$ cat src/rtl/instr_fetch_pkg.sv
// Shared definitions for the fetch stage: instruction formats, fetch states and
// constant-generator register numbers.
package instr_fetch_pkg;

  // Instruction format codes, shared with the decoder.
  typedef enum logic [1:0] {
    FmtI   = 2'd0,
    FmtII  = 2'd1,
    FmtJ   = 2'd2,
    FmtIll = 2'd3
  } fmt_e;

  // Fetch sequencer states.
  typedef enum logic [2:0] {
    FsVec  = 3'd0,
    FsOp   = 3'd1,
    FsSrc  = 3'd2,
    FsDst  = 3'd3,
    FsHold = 3'd4
  } fetch_state_e;

  // Constant-generator registers.
  localparam logic [3:0] CG1 = 4'd2;
  localparam logic [3:0] CG2 = 4'd3;

  // Classify an opcode word by format.
  function automatic fmt_e op_fmt(logic [15:0] op);
    if (op[15:12] >= 4'd4) begin
      return FmtI;
    end else if (op[15:10] == 6'b000100) begin
      return FmtII;
    end else if (op[15:13] == 3'b001) begin
      return FmtJ;
    end else begin
      return FmtIll;
    end
  endfunction

endpackage

$ cat src/rtl/instr_fetch_if.sv
// Memory-bus and decoder-handshake signals of the fetch stage.
interface instr_fetch_if;
  logic [15:0] MAB_fetch;
  logic        mem_rd;
  logic        mem_grant;
  logic [15:0] MDB_in;
  logic        pc_load;
  logic [15:0] pc_load_val;
  logic        dec_ready;
  logic        instr_valid;
  logic [15:0] instr_word;
  logic [15:0] src_ext;
  logic [15:0] dst_ext;
  logic [1:0]  instr_len;
  logic [15:0] instr_addr;
  logic [15:0] pc_next;
  logic        illegal;

  // Fetch stage side.
  modport master (
    output MAB_fetch, mem_rd, instr_valid, instr_word, src_ext, dst_ext,
           instr_len, instr_addr, pc_next, illegal,
    input  mem_grant, MDB_in, pc_load, pc_load_val, dec_ready
  );

  // Memory / execution / decoder side.
  modport slave (
    input  MAB_fetch, mem_rd, instr_valid, instr_word, src_ext, dst_ext,
           instr_len, instr_addr, pc_next, illegal,
    output mem_grant, MDB_in, pc_load, pc_load_val, dec_ready
  );
endinterface

$ cat src/rtl/instr_fetch_len_calc.sv
// Combinational opcode inspection: which extension words follow the opcode,
// and whether the opcode is outside Format I, Format II and Jump.
module instr_fetch_len_calc
  import instr_fetch_pkg::*;
(
  input  logic [15:0] op_i,
  output logic        need_src_o,
  output logic        need_dst_o,
  output logic        illegal_o
);

  fmt_e       fmt;
  logic [3:0] src_reg;
  logic [1:0] as_mode;

  // Source extension needed for indexed/symbolic/absolute and immediate modes;
  // constant generators never fetch an extension word.
  always_comb begin
    fmt        = op_fmt(op_i);
    src_reg    = (fmt == FmtI) ? op_i[11:8] : op_i[3:0];
    as_mode    = op_i[5:4];
    need_src_o = 1'b0;
    if (fmt == FmtI || fmt == FmtII) begin
      need_src_o = (as_mode == 2'b01 && src_reg != CG2) ||
                   (as_mode == 2'b11 && src_reg == 4'd0);
    end
    need_dst_o = (fmt == FmtI) && op_i[7];
    illegal_o  = (fmt == FmtIll);
  end

endmodule

$ cat src/rtl/instr_fetch.sv
// Instruction fetch stage: owns the PC, loads the reset vector, gathers the
// opcode plus extension words and hands one bundle per valid/ready handshake.
module instr_fetch
  import instr_fetch_pkg::*;
#(
  parameter logic [15:0] RESET_VECTOR = 16'hFFFE,
  parameter bit          SKIP_VECTOR  = 1'b0,
  parameter logic [15:0] RESET_PC     = 16'hC000
) (
  input  logic           clk,
  input  logic           rst,
  instr_fetch_if.master  bus
);

  localparam fetch_state_e StReset = SKIP_VECTOR ? FsOp : FsVec;
  localparam logic [15:0]  PcReset = SKIP_VECTOR ? {RESET_PC[15:1], 1'b0} : 16'h0000;

  fetch_state_e state_q, state_d;
  logic [15:0]  pc_q, pc_d;
  logic [15:0]  word_q, word_d;
  logic [15:0]  src_q, src_d;
  logic [15:0]  dst_q, dst_d;
  logic [1:0]   len_q, len_d;
  logic [15:0]  addr_q, addr_d;
  logic         ill_q, ill_d;
  logic         dst_pend_q, dst_pend_d;

  logic         need_src, need_dst, op_illegal;
  logic         rd_req, take;
  logic [15:0]  pc_plus2;

  instr_fetch_len_calc u_len_calc (
    .op_i       (bus.MDB_in),
    .need_src_o (need_src),
    .need_dst_o (need_dst),
    .illegal_o  (op_illegal)
  );

  assign rd_req   = (state_q != FsHold);
  assign take     = rd_req && bus.mem_grant;
  assign pc_plus2 = pc_q + 16'd2;

  // Next-state, PC and bundle capture; a redirect outranks everything but VEC.
  always_comb begin
    state_d    = state_q;
    pc_d       = pc_q;
    word_d     = word_q;
    src_d      = src_q;
    dst_d      = dst_q;
    len_d      = len_q;
    addr_d     = addr_q;
    ill_d      = ill_q;
    dst_pend_d = dst_pend_q;
    if (bus.pc_load && state_q != FsVec) begin
      pc_d    = {bus.pc_load_val[15:1], 1'b0};
      state_d = FsOp;
    end else begin
      unique case (state_q)
        FsVec: begin
          if (take) begin
            pc_d    = {bus.MDB_in[15:1], 1'b0};
            state_d = FsOp;
          end
        end
        FsOp: begin
          if (take) begin
            word_d     = bus.MDB_in;
            addr_d     = pc_q;
            pc_d       = pc_plus2;
            src_d      = 16'h0000;
            dst_d      = 16'h0000;
            ill_d      = op_illegal;
            dst_pend_d = need_dst;
            len_d      = 2'd1 + {1'b0, need_src} + {1'b0, need_dst};
            state_d    = need_src ? FsSrc : (need_dst ? FsDst : FsHold);
          end
        end
        FsSrc: begin
          if (take) begin
            src_d   = bus.MDB_in;
            pc_d    = pc_plus2;
            state_d = dst_pend_q ? FsDst : FsHold;
          end
        end
        FsDst: begin
          if (take) begin
            dst_d   = bus.MDB_in;
            pc_d    = pc_plus2;
            state_d = FsHold;
          end
        end
        FsHold: begin
          // Handshake cycle doubles as the fetch-free bubble.
          if (bus.dec_ready) state_d = FsOp;
        end
        default: state_d = StReset;
      endcase
    end
  end

  // State, PC and bundle registers.
  always_ff @(posedge clk or posedge rst) begin
    if (rst) begin
      state_q    <= StReset;
      pc_q       <= PcReset;
      word_q     <= 16'h0000;
      src_q      <= 16'h0000;
      dst_q      <= 16'h0000;
      len_q      <= 2'd0;
      addr_q     <= 16'h0000;
      ill_q      <= 1'b0;
      dst_pend_q <= 1'b0;
    end else begin
      state_q    <= state_d;
      pc_q       <= pc_d;
      word_q     <= word_d;
      src_q      <= src_d;
      dst_q      <= dst_d;
      len_q      <= len_d;
      addr_q     <= addr_d;
      ill_q      <= ill_d;
      dst_pend_q <= dst_pend_d;
    end
  end

  assign bus.MAB_fetch   = (state_q == FsVec) ? RESET_VECTOR : pc_q;
  // Held low while reset is asserted so no read escapes during reset.
  assign bus.mem_rd      = rd_req && !rst;
  assign bus.instr_valid = (state_q == FsHold);
  assign bus.pc_next     = (state_q == FsHold) ? pc_q : 16'h0000;
  assign bus.instr_word  = word_q;
  assign bus.src_ext     = src_q;
  assign bus.dst_ext     = dst_q;
  assign bus.instr_len   = len_q;
  assign bus.instr_addr  = addr_q;
  assign bus.illegal     = ill_q;

endmodule

$ cat src/flat_wrapper.sv
// flat-port wrapper written by rule: the top's interface ports become plain ports
module instr_fetch_flat import instr_fetch_pkg::*;
#(
  parameter logic [15:0] RESET_VECTOR = 16'hFFFE,
  parameter bit          SKIP_VECTOR  = 1'b0,
  parameter logic [15:0] RESET_PC     = 16'hC000
)
  (clk, rst, bus_MAB_fetch, bus_mem_rd, bus_instr_valid, bus_instr_word, bus_src_ext, bus_dst_ext, bus_instr_len, bus_instr_addr, bus_pc_next, bus_illegal, bus_mem_grant, bus_MDB_in, bus_pc_load, bus_pc_load_val, bus_dec_ready);
  instr_fetch_if bus_i ();
  input  logic clk;
  input  logic rst;
  output wire logic [$bits(bus_i.MAB_fetch)-1:0] bus_MAB_fetch;
  output wire logic [$bits(bus_i.mem_rd)-1:0] bus_mem_rd;
  output wire logic [$bits(bus_i.instr_valid)-1:0] bus_instr_valid;
  output wire logic [$bits(bus_i.instr_word)-1:0] bus_instr_word;
  output wire logic [$bits(bus_i.src_ext)-1:0] bus_src_ext;
  output wire logic [$bits(bus_i.dst_ext)-1:0] bus_dst_ext;
  output wire logic [$bits(bus_i.instr_len)-1:0] bus_instr_len;
  output wire logic [$bits(bus_i.instr_addr)-1:0] bus_instr_addr;
  output wire logic [$bits(bus_i.pc_next)-1:0] bus_pc_next;
  output wire logic [$bits(bus_i.illegal)-1:0] bus_illegal;
  input wire logic [$bits(bus_i.mem_grant)-1:0] bus_mem_grant;
  input wire logic [$bits(bus_i.MDB_in)-1:0] bus_MDB_in;
  input wire logic [$bits(bus_i.pc_load)-1:0] bus_pc_load;
  input wire logic [$bits(bus_i.pc_load_val)-1:0] bus_pc_load_val;
  input wire logic [$bits(bus_i.dec_ready)-1:0] bus_dec_ready;
  assign bus_MAB_fetch = bus_i.MAB_fetch;
  assign bus_mem_rd = bus_i.mem_rd;
  assign bus_instr_valid = bus_i.instr_valid;
  assign bus_instr_word = bus_i.instr_word;
  assign bus_src_ext = bus_i.src_ext;
  assign bus_dst_ext = bus_i.dst_ext;
  assign bus_instr_len = bus_i.instr_len;
  assign bus_instr_addr = bus_i.instr_addr;
  assign bus_pc_next = bus_i.pc_next;
  assign bus_illegal = bus_i.illegal;
  assign bus_i.mem_grant = bus_mem_grant;
  assign bus_i.MDB_in = bus_MDB_in;
  assign bus_i.pc_load = bus_pc_load;
  assign bus_i.pc_load_val = bus_pc_load_val;
  assign bus_i.dec_ready = bus_dec_ready;
  instr_fetch #(.RESET_VECTOR(RESET_VECTOR), .SKIP_VECTOR(SKIP_VECTOR), .RESET_PC(RESET_PC)) u_core (.clk(clk), .rst(rst), .bus(bus_i));
endmodule
$ cat config.mk
export PLATFORM = sky130hd
export DESIGN_NAME = instr_fetch_flat
export DESIGN_NICKNAME = d
export VERILOG_FILES = /design/src/rtl/instr_fetch_pkg.sv /design/src/rtl/instr_fetch_if.sv /design/src/rtl/instr_fetch_len_calc.sv /design/src/rtl/instr_fetch.sv /design/src/flat_wrapper.sv
export SDC_FILE = /design/constraint.sdc
export NUM_CORES = 1
export LEC_CHECK = 0
export BUFFER_PORTS_ARGS = -buffer_cell sky130_fd_sc_hd__buf_2
export CAP_MARGIN = 10
export CORE_ASPECT_RATIO = 1.25
export CORE_MARGIN = 2
export CORE_UTILIZATION = 55
export DETAILED_ROUTE_END_ITERATION = 8
export PLACE_DENSITY = 0.9
export SETUP_SLACK_MARGIN = 0.5
export SLEW_MARGIN = 10
export SYNTH_ARGS = -nofsm -noshare
export SYNTH_HDL_FRONTEND = slang
export SYNTH_SLANG_ARGS = --single-unit
$ cat constraint.sdc
create_clock -name clk -period 4.5 [get_ports clk]
set_input_delay 0.225 -clock clk [delete_from_list [all_inputs] [get_ports clk]]
set_output_delay 0.225 -clock clk [all_outputs]
set_load 0.005 [all_outputs]
Word-level counts from Yosys, hierarchy flattened
Index checks and enable logic that the tools add are counted.
{ "classes": {"addsub": 3, "n_lt_le_gt_ge": 1, "n_eq_ne": 21, "muxes": 25, "n_bitwise": 1, "n_reduce_logical": 22} }
{ "ops": {"columns": ["operator", "n"], "rows": [
  ["16-bit 2-to-1 mux", 7],
  ["16-bit one-hot mux with 2 select lines", 3],
  ["3-bit 2-to-1 mux", 9],
  ["3-bit by 1-bit != test with 1-bit output (second input constant)", 6],
  ["16-bit by 2-bit adder with 16-bit output (second input constant)", 1],
  ["3-bit one-hot mux with 5 select lines", 1],
  ["4-bit AND reduction", 2],
  ["3-bit by 1-bit equality test with 1-bit output (second input constant)", 2],
  ["3-bit by 2-bit equality test with 1-bit output (second input constant)", 2],
  ["6-bit by 3-bit equality test with 1-bit output (second input constant)", 1],
  ["1-bit logical AND", 6],
  ["2-bit by 1-bit != test with 1-bit output (second input constant)", 3],
  ["3-bit AND reduction", 2],
  ["3-bit nonzero test", 2],
  ["5-bit AND reduction", 1],
  ["2-bit by 1-bit equality test with 1-bit output (second input constant)", 2],
  ["2-bit equality test (second input constant)", 2],
  ["4-bit by 3-bit greater-or-equal comparator with 1-bit output (second input constant)", 1],
  ["4-bit logical NOT", 1],
  ["2-bit 2-to-1 mux", 2],
  ["4-bit 2-to-1 mux", 1],
  ["4-bit by 2-bit != test with 1-bit output (second input constant)", 1],
  ["2-bit nonzero test", 2],
  ["3-bit equality test (second input constant)", 1],
  ["10 further kinds", 12]
]} }
{ "totals": {"ff_bits": 87, "input_bits": 37, "word_cells": 82} }

Logic depth before layout (Yosys ltp)
Gate-level depths: netlist of the first run.
{ "depth": {"ltp_word": 14, "mapped_depth": 9, "depth_no_buf": 9} }

Hierarchy
A second synthesis of the first run with hierarchy kept.
{ "hier_totals": {"cells_unflattened": 462, "area_unflattened_um2": 4372.9} }
{ "modules_own_cells": {"columns": ["module", "instances", "cells_each", "area_per_inst_um2"], "rows": [
  ["instr_fetch", 1, 449, 4275.4],
  ["instr_fetch_len_calc", 1, 13, 97.6]
]} }

Least setup slack after synthesis of the first run
Ideal clock, no wire load.
{ "synth_timing": {"path_kind": "input to register", "from": "in bus_MDB_in[14]", "to": "reg u_core.state_q[0]", "t_arrival_ns": 1.796, "t_required_ns": 4.372, "slack_ns": 2.577, "path_stages": 8, "cell_sequence": "nor2_1 mux2_2 a21oi_1 a32oi_1 ha_1 a21boi_1 o21ai_0 mux2_1"} }
{ "synth_via": {"elab_chain_cells": 14} }
{ "synth_rtl": {"columns": ["element", "line_no", "rtl"], "rows": [
  ["from (decl)", "flat_wrapper.sv:23", "input wire logic [$bits(bus_i.MDB_in)-1:0] bus_MDB_in;"],
  ["3-bit by 1-bit equality test with 1-bit output", "instr_fetch_pkg.sv:32", "end else if (op[15:13] == 3'b001) begin"],
  ["1-bit 2-to-1 mux", "instr_fetch_pkg.sv:32", null],
  ["2-bit 2-to-1 mux", "instr_fetch_pkg.sv:30", "end else if (op[15:10] == 6'b000100) begin"],
  ["2-bit 2-to-1 mux (*)", "instr_fetch_pkg.sv:28", "if (op[15:12] >= 4'd4) begin"],
  ["2-bit logical NOT", "instr_fetch_len_calc.sv:20, instr_fetch_len_calc.sv:23, instr_fetch_len_calc.sv:27", null],
  ["4-bit 2-to-1 mux", "instr_fetch_len_calc.sv:20", "src_reg = (fmt == FmtI) ? op_i[11:8] : op_i[3:0];"],
  ["4-bit by 2-bit != test with 1-bit output / 4-bit logical NOT (equally long branches)", "instr_fetch_len_calc.sv:24, instr_fetch_len_calc.sv:25", null],
  ["1-bit logical AND, on equally long branches", "instr_fetch_len_calc.sv:24, instr_fetch_len_calc.sv:25", null],
  ["1-bit logical OR", "instr_fetch_len_calc.sv:24", "need_src_o = (as_mode == 2'b01 && src_reg != CG2) ||"],
  ["1-bit 2-to-1 mux", "instr_fetch_len_calc.sv:23", "if (fmt == FmtI || fmt == FmtII) begin"],
  ["3-bit 2-to-1 mux (*)", "instr_fetch.sv:75", "state_d = need_src ? FsSrc : (need_dst ? FsDst : FsHold);"],
  ["3-bit 2-to-1 mux (*)", "instr_fetch.sv:66", "if (take) begin"],
  ["3-bit one-hot mux with 5 select lines (*)", "instr_fetch.sv:58", "unique case (state_q)"],
  ["3-bit 2-to-1 mux (*)", "instr_fetch.sv:54", "if (bus.pc_load && state_q != FsVec) begin"],
  ["to (signal assigned)", "instr_fetch.sv:104", "state_q <= StReset;"],
  ["to (signal assigned)", "instr_fetch.sv:114", "state_q <= state_d;"],
  ["to (decl)", "instr_fetch.sv:18", "fetch_state_e state_q, state_d;"]
]} }
Every way passes the cells marked *; elsewhere a longest branch is shown, timed or not. The select of a mux whose other input is x is not followed.
A chain may end at the register's enable or synchronous reset.

Final worst setup path of the first run
{ "layout_timing": {"from": "reg u_core.state_q[1]", "to": "out bus_MAB_fetch[7]"} }
{ "layout_via": {"elab_chain_cells": 2} }
{ "layout_rtl": {"columns": ["element", "line_no", "rtl"], "rows": [
  ["3-bit logical NOT", "instr_fetch.sv:126", "assign bus.MAB_fetch = (state_q == FsVec) ? RESET_VECTOR : pc_q;"],
  ["16-bit 2-to-1 mux", "instr_fetch.sv:126", null],
  ["to (decl)", "flat_wrapper.sv:12", "output wire logic [$bits(bus_i.MAB_fetch)-1:0] bus_MAB_fetch;"]
]} }
No other way between the ends.

==> results of run 1 <==
-- worst max-delay path, cell delays in order (launching register included) --
cell	delay [ns]
sky130_fd_sc_hd__dfrtp_1	0.74
sky130_fd_sc_hd__nor3_1	1.10
sky130_fd_sc_hd__or2_2	0.25
sky130_fd_sc_hd__buf_2	0.11
-- path summary, 6_finish.rpt --
path / start / end / slack (ns) / depth (start not counted)
worst max-delay path: u_core.state_q[1]$_DFFE_PP0P_ / bus_MAB_fetch[7] / 1.70 / 3
worst min-delay path: bus_pc_load_val[2] / u_core.pc_q[2]$_DFFE_PP0P_ / 0.06 / 2
worst max register to register: u_core.state_q[1]$_DFFE_PP0P_ / u_core.bus.src_ext[10]$_DFFE_PP0P_ / 1.74 / 4
worst min register to register: u_core.bus.instr_addr[2]$_DFFE_PP0P_ / u_core.bus.instr_addr[2]$_DFFE_PP0P_ / 0.48 / 2
max in group asynchronous: rst / u_core.bus.src_ext[10]$_DFFE_PP0P_ / 2.95 / 4
min in group asynchronous: rst / u_core.bus.instr_addr[15]$_DFFE_PP0P_ / 0.51 / 3
-- kinds of logic (layout without fill, tap and decap cells) --
kind of cell,after synthesis,after routing
and+or+nand+nor,229,229
other,1,3
adders and majority gates,4,4
DFF,85,85
xor gates and xnor gates,7,7
AOI/OAI and AO/OA,100,100
muxes,4,4
buffers and inverters,44,162
-- metrics by stage --
step | utilization (%) | instances | hold WS [ns] | power [µW]
2_1_floorplan | - | 476 | 0.3226 | 1786
3_3_place_gp | 65.85 | 669 | 0.3531 | 2176
3_5_place_dp | 65.85 | 669 | 0.3656 | 2220
4_1_cts | 68.76 | 686 | 0.05550 | 2791
5_1_grt | 68.76 | 686 | 0.05731 | 2976
6_report | 68.76 | 686 | 0.05608 | 2793
-- routing by layer --
| layer | track usage [%] | share of wire, % | vias to the layer above |
|---|---|---|---|
| met5 | 0 | 0 | - |
| met4 | 11.35 | 2.5 | 0 |
| met3 | 6.449 | 9.6 | 25 |
| met2 | 50.12 | 48 | 226 |
| met1 | 41.39 | 40 | 1931 |
| li1 | - | - | 1856 |
-- state kept, by name, indices dropped and copies added (netlist names) --
name                   count
u_core.bus.illegal         1
u_core.pc_q               15
u_core.bus.instr_len       2
u_core.bus.dst_ext        16
u_core.bus.instr_word     16
u_core.bus.src_ext        16
u_core.dst_pend_q          1
u_core.state_q             3
u_core.bus.instr_addr     15
-- Yosys cell counts (2+ instances only) --
library cell	instances
sky130_fd_sc_hd__nand2_1	138
sky130_fd_sc_hd__dfrtp_1	85
sky130_fd_sc_hd__o21ai_0	24
sky130_fd_sc_hd__nor2_1	19
sky130_fd_sc_hd__a22o_1	18
sky130_fd_sc_hd__and3_1	15
sky130_fd_sc_hd__clkbuf_1	15
sky130_fd_sc_hd__buf_2	13
sky130_fd_sc_hd__o21ai_1	11
sky130_fd_sc_hd__or2_1	10
sky130_fd_sc_hd__a21oi_1	7
sky130_fd_sc_hd__inv_1	7
sky130_fd_sc_hd__nand3_1	7
sky130_fd_sc_hd__a31oi_1	6
sky130_fd_sc_hd__nand4_1	6
sky130_fd_sc_hd__nor3_1	6
sky130_fd_sc_hd__buf_4	5
sky130_fd_sc_hd__or2_2	5
sky130_fd_sc_hd__a22oi_1	4
sky130_fd_sc_hd__ha_1	4
sky130_fd_sc_hd__nand2b_1	4
sky130_fd_sc_hd__o31ai_1	4
sky130_fd_sc_hd__xnor2_1	4
sky130_fd_sc_hd__and2_1	3
sky130_fd_sc_hd__and4_1	3
sky130_fd_sc_hd__o22ai_1	3
sky130_fd_sc_hd__xor2_1	3
sky130_fd_sc_hd__a211oi_1	2
sky130_fd_sc_hd__a221o_1	2
sky130_fd_sc_hd__a32oi_1	2
sky130_fd_sc_hd__buf_1	2
sky130_fd_sc_hd__inv_2	2
sky130_fd_sc_hd__mux2_1	2
sky130_fd_sc_hd__nand4bb_1	2
sky130_fd_sc_hd__nor2_2	2
sky130_fd_sc_hd__o211ai_1	2
sky130_fd_sc_hd__o31a_1	2
sky130_fd_sc_hd__or4_1	2
-- cell type report --
cell class                 count  area, µm²  share of cell area (%)
clock buffer                  10      137.6                   2.689
clock inverter                 6      68.82                   1.344
inverter                       9      35.03                  0.6844
multi-input combinational    347       1937                   37.84
sequential                    85       2127                   41.55
tap                           92      115.1                   2.249
timing repair buffer         137      698.2                   13.64
-- power groups by stage --
stage          sequential (µW)  combinational, µW  clock [µW]
6_report                  1270                947         573
5_1_grt                   1300               1070         600
3_5_place_dp              1270                948           0
4_1_cts                   1260                950         578
3_3_place_gp              1260                916           0
2_1_floorplan             1190                598           0
==> qor.csv, run 1 <==
metric;value;unit
tritoncts;built;
top_level_ports;138;
maxCapViolCount;0;
place.port_buffers;133;
required;4.28;ns
netlist-cell-type-count;61;
dr_vias;4038;
report.final.slew_viol_count;0;
insertedDiodeCount;0;
synthDominantAreaCellType;sky130_fd_sc_hd__dfrtp_1;
synth-xor-area-share;1.440;%
critical_path.endpoint_type;output pin;
max_clock_freq;0.3576;GHz
cts-htree-levels;3;
combinational_family_with_the_most_area_after_synthesis;simple AND/OR/NAND/NOR gates;
yosys.area_share.adder;1.176;%
min-delay-path-class;input port to register;
power.combinational.fraction;33.9;%
dpl.hpwl;8.654;mm
cts_setup_buffers;0;
cts.repair.resized;0;
routabilityCongestion;0.8784;
net-switching-power;1078;µW
drc_errors;0;
die_h;102.4;µm
intPower;1715;µW
finalHoldViolations;0;
cts_made_buffers;9;
wire_per_inst;18.30;µm
power.share.sequential;45.6;%
synth-warning-count;0;
area.growth.synth_to_final;20.25;%
placed_cell_area;4902;µm²
mean_instance_size_in_the_synthesized_netlist;8.980;µm²
clock_tree.root_cell;sky130_fd_sc_hd__clkbuf_8;
global_route.usage.total;31.03;%
die_area;8463;µm²
number_of_enable_type_register_cells_in_the_synthesized_netlist;0;
vias_in_the_first_global_route;3798;
core_region_area;7445;µm²
final_net_count;630;
cellLeakagePower;0.002677;µW
criticalPathCategory;register to output pin;
finalCriticalPeriod;2.797;ns
slew-limit-headroom;16.63;%
netlist_top_cells_area;sky130_fd_sc_hd__dfrtp_1, sky130_fd_sc_hd__nand2_1, sky130_fd_sc_hd__a22o_1, sky130_fd_sc_hd__o21ai_0, sky130_fd_sc_hd__and3_1;
grt_overflow_total;0;
synthesis.instances;474;
least_margin_pin_slew;1.241;ns
layout.cells.most_common;sky130_fd_sc_hd__nand2_1;
synth_top_flop_cell;sky130_fd_sc_hd__dfrtp_1;
ys_async_sr_fraction;100.0;%
synth_simple_gate_area_share;25.25;%
cp-start-kind;register;
drive_above_1_share;28.62;%
initial_utilization;57.18;%
synth_seq_area_share;49.97;%
first_iter_violations;420;
pin_count_of_the_biggest_net_entering_global_routing;47;
rsz_0062_raised_after_global_routing;no;
num_rows;35;
ant_nets;0;
synth_largest_type_area_fraction;49.97;%
routed_via_density;5.886;
power_density_of_the_placed_cells;545.7;nW/µm²
total_detailed_routing_wirelength;12.55;mm
switching_share;38.59;%
grt_first_pass_wirelength;19.53;mm
synth_mux_area_share;1.029;%
max-clock-path-buffers;2;
clock-skew-final;0.007371;ns
cts-hold-fix-buffers;1;
clock_net_sink_count;85;
antenna_found_initial;0;
worstPathArrival;2.57;ns
power_frac_clock;20.5;%
compound_gate_portion_of_the_synthesized_area;16.34;%
finalSetupViolCount;0;
timing.final.crit_share;62.15;%
worst_skew_pair.late_latency;0.36;ns
chipWidth;82.69;µm
layout.cells.most_common_list;sky130_fd_sc_hd__nand2_1, sky130_fd_sc_hd__buf_2, sky130_fd_sc_hd__dfrtp_1, sky130_fd_sc_hd__o21ai_0, sky130_fd_sc_hd__nor2_1;
fillCellCount;602;
dpl_worst_slack;1.840;ns
path_clk_slew;0.09;ns
status;finished, final reports clean;
tns;0;ns
final_area;5119;µm²
synth_seq_cells;85;
vdd_drop_max;0.3652;mV
post-route-worst-setup-slack;1.703;ns
detail_route.first_pass.iterations;5;
crit_path_max_fanout;27;
synth.cell_area;4257;µm²
Note: power is estimated with default switching activity, not from simulation.
==> run 2, diff against run 1 <==
--- a/config.mk
+++ b/config.mk
@@ -5,13 +5,14 @@
 export SDC_FILE = /design/constraint.sdc
 export NUM_CORES = 1
 export LEC_CHECK = 0
+export ABC_AREA = 1
 export BUFFER_PORTS_ARGS = -buffer_cell sky130_fd_sc_hd__buf_2
 export CAP_MARGIN = 10
 export CORE_ASPECT_RATIO = 1.25
 export CORE_MARGIN = 2
-export CORE_UTILIZATION = 55
+export CORE_UTILIZATION = 46
 export DETAILED_ROUTE_END_ITERATION = 8
-export PLACE_DENSITY = 0.9
+export PLACE_DENSITY = 0.81
 export SETUP_SLACK_MARGIN = 0.5
 export SLEW_MARGIN = 10
 export SYNTH_ARGS = -nofsm -noshare
==> constraint.sdc (replaced) <==
create_clock -name clk -period 2.3 [get_ports clk]
set_input_delay 0.115 -clock clk [delete_from_list [all_inputs] [get_ports clk]]
set_output_delay 0.115 -clock clk [all_outputs]
set_load 0.005 [all_outputs]
==> qor.csv, run 2 <==
metric;value;unit;change
finalCriticalPeriod;1.772;ns;
ys_async_sr_fraction;100.0;%;unchanged
min-delay-path-class;input port to register;;unchanged
final_net_count;723;;was 630
synthDominantAreaCellType;sky130_fd_sc_hd__dfrtp_1;;unchanged
synth_top_flop_cell;sky130_fd_sc_hd__dfrtp_1;;unchanged
post-layout-total-power;8207;µW;was 2793 µW
required;2.55;ns;was 4.28 ns
timing.critical_path.slowest_stage_cell;sky130_fd_sc_hd__dfrtp_1;;was sky130_fd_sc_hd__nor3_1
max-clock-path-buffers;2;;unchanged
clock-skew-final;0.003991;ns;was 0.007371 ns
criticalPathCategory;register to register;;was register to output pin
vias_in_the_first_global_route;4044;;was 3798
synth_seq_cells;85;;unchanged
critical-path-max-stage-delay;0.49;ns;was 1.10 ns
layout.cells.most_common;sky130_fd_sc_hd__buf_2;;was sky130_fd_sc_hd__nand2_1
tns;0;ns;unchanged
cts-htree-levels;3;;unchanged
instances_no_fill;810;;was 686
cp-start-kind;register;;unchanged
clock_tree.root_cell;sky130_fd_sc_hd__clkbuf_16;;was sky130_fd_sc_hd__clkbuf_8
vdd_drop_max;0.7179;mV;was 0.3652 mV
synth_seq_area_share;50.54;%;was 49.97%
placed_cell_area;4996;µm²;was 4902 µm²
mean_instance_size_in_the_synthesized_netlist;7.737;µm²;was 8.980 µm²
ant_nets;0;;unchanged
synth_commonest_cells;sky130_fd_sc_hd__nand2_1, sky130_fd_sc_hd__dfrtp_1, sky130_fd_sc_hd__inv_1;;was sky130_fd_sc_hd__nand2_1, sky130_fd_sc_hd__dfrtp_1, sky130_fd_sc_hd__o21ai_0
number_of_enable_type_register_cells_in_the_synthesized_netlist;0;;unchanged
critical_path_buf_inv_count;4;;was 1
wire_per_inst;16.08;µm;was 18.30 µm
grt_first_pass_wirelength;19.52;mm;was 19.53 mm
core_region_area;9027;µm²;was 7445 µm²
pin_count_of_the_biggest_net_entering_global_routing;61;;was 47
finalHoldViolations;0;;unchanged
global_route.usage.total;25.61;%;was 31.03%
critical_path.endpoint_type;register;;was output pin
total_detailed_routing_wirelength;13.03;mm;was 12.55 mm
report.final.slew_viol_count;0;;unchanged
drive_above_1_share;26.93;%;was 28.62%
timing.final.crit_share;77.02;%;
cellLeakagePower;0.002899;µW;was 0.002677 µW
initial_utilization;46.63;%;was 57.18%
grt_overflow_total;0;;unchanged
rsz_0062_raised_after_global_routing;yes;;was no
final_area;5495;µm²;was 5119 µm²
area.growth.synth_to_final;30.56;%;was 20.25%
finalSetupViolCount;0;;unchanged
dpl_worst_slack;0.2270;ns;was 1.840 ns
post-route-worst-setup-slack;0.5284;ns;was 1.703 ns
least_margin_pin_slew;0.6026;ns;was 1.241 ns
synth-warning-count;0;;unchanged
worstPathArrival;2.02;ns;was 2.57 ns
synth.most_common_cell;sky130_fd_sc_hd__nand2_1;;unchanged
antenna_found_initial;0;;unchanged
power_density_of_the_placed_cells;1493;nW/µm²;was 545.7 nW/µm²
first_iter_violations;306;;was 420
fillCellCount;774;;was 602
maxCapViolCount;0;;unchanged
detail_route.first_pass.iterations;5;;unchanged
worst_skew_pair.late_latency;0.34;ns;was 0.36 ns
cts_made_buffers;9;;unchanged
worstPathCellList;inv_1 > nand2_4 > nand2_8 > inv_2 > nor3_4 > buf_6 > buf_12 > nor2_1 > a21oi_1;;was nor3_1 > or2_2 > buf_2
die_h;110.9;µm;was 102.4 µm
netlist-cell-type-count;28;;was 61
clock_net_sink_count;85;;unchanged
status;finished, final reports clean;;unchanged
synth_largest_type_area_fraction;50.54;%;was 49.97%
crit_path_max_fanout;18;;was 27
place.port_buffers;133;;unchanged
synth.cell_area;4209;µm²;was 4257 µm²
slew-limit-headroom;59.74;%;was 16.63%
die_area;9936;µm²;was 8463 µm²
top_cell_family_by_delay_on_the_critical_path;buffers and inverters;;was simple AND/OR/NAND/NOR gates
num_rows;39;;was 35
netlist_top_cells_area;sky130_fd_sc_hd__dfrtp_1, sky130_fd_sc_hd__nand2_1, sky130_fd_sc_hd__inv_1, sky130_fd_sc_hd__nor2_1, sky130_fd_sc_hd__o21ai_0;;was sky130_fd_sc_hd__dfrtp_1, sky130_fd_sc_hd__nand2_1, sky130_fd_sc_hd__a22o_1, sky130_fd_sc_hd__o21ai_0, sky130_fd_sc_hd__and3_1
synthesis.instances;544;;was 474
routed_via_density;5.319;;was 5.886
path_clk_slew;0.06;ns;was 0.09 ns
max_clock_freq;0.5645;GHz;
chipWidth;89.56;µm;was 82.69 µm
insertedDiodeCount;0;;unchanged
layout.cells.most_common_list;sky130_fd_sc_hd__buf_2, sky130_fd_sc_hd__nand2_1, sky130_fd_sc_hd__dfrtp_1, sky130_fd_sc_hd__inv_1, sky130_fd_sc_hd__nor2_1;;was sky130_fd_sc_hd__nand2_1, sky130_fd_sc_hd__buf_2, sky130_fd_sc_hd__dfrtp_1, sky130_fd_sc_hd__o21ai_0, sky130_fd_sc_hd__nor2_1
tritoncts;built;;unchanged
drc_errors;0;;unchanged
routabilityCongestion;0.9337;;was 0.8784
top_level_ports;138;;unchanged
dr_vias;4308;;was 4038
dp.cells;785;;was 669
dpl.hpwl;8.868;mm;was 8.654 mm
[run 2: cell count changes in the layout (fill, tap and decap cells not counted), sizes merged, moves of 17 or more]
cell and change:
nand2 -17, a21oi +29, inv +66, nor2 +55
a22o -18, o21ai +21
[run 2: cell families after synthesis]
family / synth area share (%)
flip-flops: 50.54
AO/OA/AOI/OAI: 15.55
buffers and inverters: 9.928
adder cells (fa/ha/maj): 1.189
other: 0.08909
AND/OR/NAND/NOR: 22.71
[run 2: repair_timing]
item                                    CTS  global route
gates cloned                              1             2
hold buffers                              1             0
gates resized for setup                   8            11
endpoints found under the setup margin   78            83
endpoints found under the hold margin    25             0
buffers inserted                          2             3
pin swaps                                 0             2
[run 2: final timing paths]
kind,start,to,slack [ns],depth (start not counted)
hold / removal,bus_pc_load_val[1],u_core.pc_q[1]$_DFFE_PP0P_,0.05,3
max in group asynchronous,rst,u_core.state_q[0]$_DFFE_PP0P_,1.19,4
hold reg to reg,u_core.bus.src_ext[7]$_DFFE_PP0P_,u_core.bus.src_ext[7]$_DFFE_PP0P_,0.48,2
min in group asynchronous,rst,u_core.bus.src_ext[14]$_DFFE_PP0P_,0.40,3
setup reg to reg,u_core.state_q[2]$_DFFE_PP0P_,u_core.bus.instr_word[13]$_DFFE_PP0P_,0.53,9
setup / recovery,u_core.state_q[2]$_DFFE_PP0P_,u_core.bus.instr_word[13]$_DFFE_PP0P_,0.53,9
[run 2: routing by layer]
layer / GRT usage (%) / up-vias / share of wire [%]
met5: 0 / - / 0
met4: 12.54 / 0 / 3.5
met3: 4.393 / 38 / 6.9
met2: 43.04 / 216 / 51
met1: 30.78 / 2041 / 38
li1: - / 2013 / -
[run 2: power breakdown]
part / switching [µW] / total [µW] / internal (µW)
logic: 2380 / 4010 / 1630
clock network: 593 / 1460 / 870
registers: 525 / 2730 / 2210
total: 3500 / 8210 / 4710
[run 2: worst reg2reg max path, stage by stage, from the launching register on]
cell and delay [ns]:
sky130_fd_sc_hd__dfrtp_1 0.49, sky130_fd_sc_hd__inv_1 0.18, sky130_fd_sc_hd__nand2_4 0.10, sky130_fd_sc_hd__nand2_8 0.11, sky130_fd_sc_hd__inv_2 0.09, sky130_fd_sc_hd__nor3_4 0.16, sky130_fd_sc_hd__buf_6 0.15, sky130_fd_sc_hd__buf_12 0.16
sky130_fd_sc_hd__nor2_1 0.07, sky130_fd_sc_hd__a21oi_1 0.17
[run 2: layout make-up]
class	count	area, µm²	share of cell area, %
clock inverter	5	60.06	1.093
timing repair buffer	150	887.1	16.14
inverter	77	292.8	5.328
sequential	85	2130	38.75
multi-input combinational	359	1729	31.47
clock buffer	11	242.7	4.417
tap	123	153.9	2.801
[run 2: through the flow]
| step | util (%) | hold WS (ns) |
|---|---|---|
| floorplan | - | 0.2611 |
| global placement | 55.34 | 0.2128 |
| finish | 60.87 | 0.05060 |
| CTS | 59.60 | 0.04425 |
| detailed placement | 55.34 | 0.2171 |
| global route | 60.87 | 0.06450 |
==> run 3, diff against run 2 <==
==> constraint.sdc (replaced) <==
create_clock -name clk -period 1.6 [get_ports clk]
set_input_delay 0.08 -clock clk [delete_from_list [all_inputs] [get_ports clk]]
set_output_delay 0.08 -clock clk [all_outputs]
set_load 0.005 [all_outputs]
==> qor.csv, run 3 (synthesized netlist as in run 2, its figures left out) <==
metric;value;unit;change
total_detailed_routing_wirelength;17.26;mm;was 13.03 mm
post-route-worst-setup-slack;-0.1957;ns;was 0.5284 ns
area.growth.synth_to_final;57.55;%;was 30.56%
hold_depth;3;;unchanged
place.port_buffers;133;;unchanged
fillCellCount;589;;was 774
pin_count_of_the_biggest_net_entering_global_routing;86;;was 61
vias_in_the_first_global_route;4838;;was 4044
criticalPathCategory;register to register;;unchanged
core_region_area;9027;µm²;unchanged
cellLeakagePower;0.003339;µW;was 0.002899 µW
routed_via_density;5.778;;was 5.319
die_area;9936;µm²;unchanged
hold_start;bus_pc_load_val[3];;was bus_pc_load_val[1]
layout.cells.most_common_list;sky130_fd_sc_hd__buf_2, sky130_fd_sc_hd__nand2_1, sky130_fd_sc_hd__dfrtp_1, sky130_fd_sc_hd__inv_1, sky130_fd_sc_hd__nor2_1;;unchanged
final_net_count;764;;was 723
crit_path_max_fanout;7;;was 18
hold_ws;0.00008471;ns;was 0.05060 ns
rsz_0062_raised_after_global_routing;yes;;unchanged
dpl.hpwl;9.145;mm;was 8.868 mm
cts_made_buffers;9;;unchanged
worstPathArrival;2.04;ns;was 2.02 ns
reg2regPathDepth;9;;unchanged
status;complete, but fails checks;;was finished, final reports clean
critical-path-max-stage-delay;0.47;ns;was 0.49 ns
chipWidth;89.56;µm;unchanged
min-delay-path-class;input port to register;;unchanged
finalHoldViolations;0;;unchanged
timing.rr.start;u_core.state_q[2]$_DFFE_PP0P_;;unchanged
global_route.usage.total;31.35;%;was 25.61%
antenna_found_initial;2;;was 0
clock_tree.root_cell;sky130_fd_sc_hd__clkbuf_16;;unchanged
layout.cells.most_common;sky130_fd_sc_hd__buf_2;;unchanged
detail_route.first_pass.iterations;5;;unchanged
maxCapViolCount;0;;unchanged
timing.final.crit_share;112.2;%;was 77.02%
clock_net_sink_count;85;;unchanged
max_clock_freq;0.5569;GHz;was 0.5645 GHz
num_rows;39;;unchanged
wire_per_inst;20.24;µm;was 16.08 µm
cts-htree-levels;3;;unchanged
critical_path.endpoint_type;register;;unchanged
cp-start-kind;register;;unchanged
clock-skew-final;0.008921;ns;was 0.003991 ns
dpl_worst_slack;-0.05210;ns;was 0.2270 ns
setup.reg_to_reg.worst_slack;-0.20;ns;was 0.53 ns
ant_nets;0;;unchanged
required;1.84;ns;was 2.55 ns
placed_cell_area;5192;µm²;was 4996 µm²
path_clk_slew;0.07;ns;was 0.06 ns
timing.critical_path.slowest_stage_cell;sky130_fd_sc_hd__dfrtp_2;;was sky130_fd_sc_hd__dfrtp_1
tritoncts;built;;unchanged
r2r_end;u_core.bus.instr_word[6]$_DFFE_PP0P_;;was u_core.bus.instr_word[13]$_DFFE_PP0P_
core_util_final;73.46;%;was 60.87%
initial_utilization;46.63;%;unchanged
drive_above_1_share;46.15;%;was 26.93%
finalCriticalPeriod;1.796;ns;was 1.772 ns
worst_skew_pair.late_latency;0.35;ns;was 0.34 ns
die_h;110.9;µm;unchanged
drc_errors;0;;unchanged
grt_first_pass_wirelength;23.83;mm;was 19.52 mm
worstHoldEndpoint;u_core.pc_q[3]$_DFFE_PP0P_;;was u_core.pc_q[1]$_DFFE_PP0P_
dp.cells;799;;was 785
top_level_ports;138;;unchanged
vdd_drop_max;1.072;mV;was 0.7179 mV
worstPathCellList;buf_4 > nand2_4 > nand2_4 > nor3_4 > buf_6 > buf_12 > buf_12 > nor2_1 > a21oi_1;;was inv_1 > nand2_4 > nand2_8 > inv_2 > nor3_4 > buf_6 > buf_12 > nor2_1 > a21oi_1
report.final.slew_viol_count;0;;unchanged
finalSetupViolCount;75;;was 0
dr_vias;4929;;was 4308
power_density_of_the_placed_cells;2261;nW/µm²;was 1493 nW/µm²
routabilityCongestion;0.9461;;was 0.9337
final_area;6631;µm²;was 5495 µm²
max-clock-path-buffers;2;;unchanged
first_iter_violations;491;;was 306
violated_checks;negative setup slack;;
instances_no_fill;853;;was 810
grt_overflow_total;0;;unchanged
[run 3: cell count changes in the layout (fill, tap and decap cells not counted), moves of 7 or more]
cell,change
sky130_fd_sc_hd__inv_1,-7
sky130_fd_sc_hd__nor2_1,-23
sky130_fd_sc_hd__nor2_2,+19
sky130_fd_sc_hd__nand2_2,+14
sky130_fd_sc_hd__buf_4,+11
sky130_fd_sc_hd__o22ai_2,+13
sky130_fd_sc_hd__o21ai_2,+26
sky130_fd_sc_hd__buf_6,+13
sky130_fd_sc_hd__o21ai_0,-39
sky130_fd_sc_hd__nand2_1,-28
sky130_fd_sc_hd__o21ai_1,+11
sky130_fd_sc_hd__buf_12,+11
sky130_fd_sc_hd__o22ai_1,-13
sky130_fd_sc_hd__nand2_4,+12
[run 3: routing by layer]
metal | routed length, µm | vias to the layer above | track usage, %
li1 | - | 2118 | -
met1 | 6068 | 2374 | 35.50
met2 | 8750 | 342 | 51.08
met3 | 1320 | 95 | 5.957
met4 | 1124 | 0 | 22.29
met5 | 0 | - | 0
[run 3: worst max-delay path by stage]
stage	start	endpoint	depth (start not counted)
6_report	u_core.state_q[2]$_DFFE_PP0P_	u_core.bus.instr_word[6]$_DFFE_PP0P_	9
5_1_grt	u_core.state_q[2]$_DFFE_PP0P_	u_core.bus.instr_addr[7]$_DFFE_PP0P_	9
4_1_cts	u_core.state_q[1]$_DFFE_PP0P_	bus_mem_rd	7
3_5_place_dp	bus_MDB_in[15]	u_core.state_q[2]$_DFFE_PP0P_	12
3_3_place_gp	u_core.state_q[0]$_DFFE_PP0P_	u_core.bus.instr_addr[12]$_DFFE_PP0P_	8
2_1_floorplan	u_core.state_q[0]$_DFFE_PP0P_	u_core.bus.instr_addr[4]$_DFFE_PP0P_	7
[run 3: timing repair]
action                                  4_1_cts  5_1_grt
hold buffers                                  1        0
endpoints found under the setup margin      117      117
hold endpoints to repair                     85        0
setup buffers                                17        7
resized for setup                            69      135
pin swaps                                     5       31
cloned                                        7        4
[run 3: final cells by class]
class | instances | area, µm² | area share (%)
antenna | 2 | 5.005 | 0.07547
clock inverter | 5 | 58.81 | 0.8868
tap | 123 | 153.9 | 2.321
clock buffer | 11 | 242.7 | 3.660
inverter | 77 | 310.3 | 4.679
multi-input combinational | 360 | 2241 | 33.79
sequential | 85 | 2131 | 32.13
timing repair buffer | 190 | 1489 | 22.45
[run 3: report_power, final]
group          total (µW)  switching [µW]  internal [µW]
clock network        2170             918           1260
logic                8740            4800           3950
registers            4070             891           3180
[run 3: worst max-delay path, delay by kind of cell, from the launching register on]
family / cells / cell delay (ns)
compound gates: 1 / 0.21
buf+inv: 4 / 0.58
flops: 1 / 0.47
simple gates: 4 / 0.42
[run 3: through the flow]
step / total power (µW) / setup TNS, ns
after floorplan: 7313 / 0
after global placement: 9264 / 0
after detailed placement: 9487 / -0.3257
after CTS: 13120 / -0.5261
after global routing: 15840 / -7.651
final: 14990 / -4.484
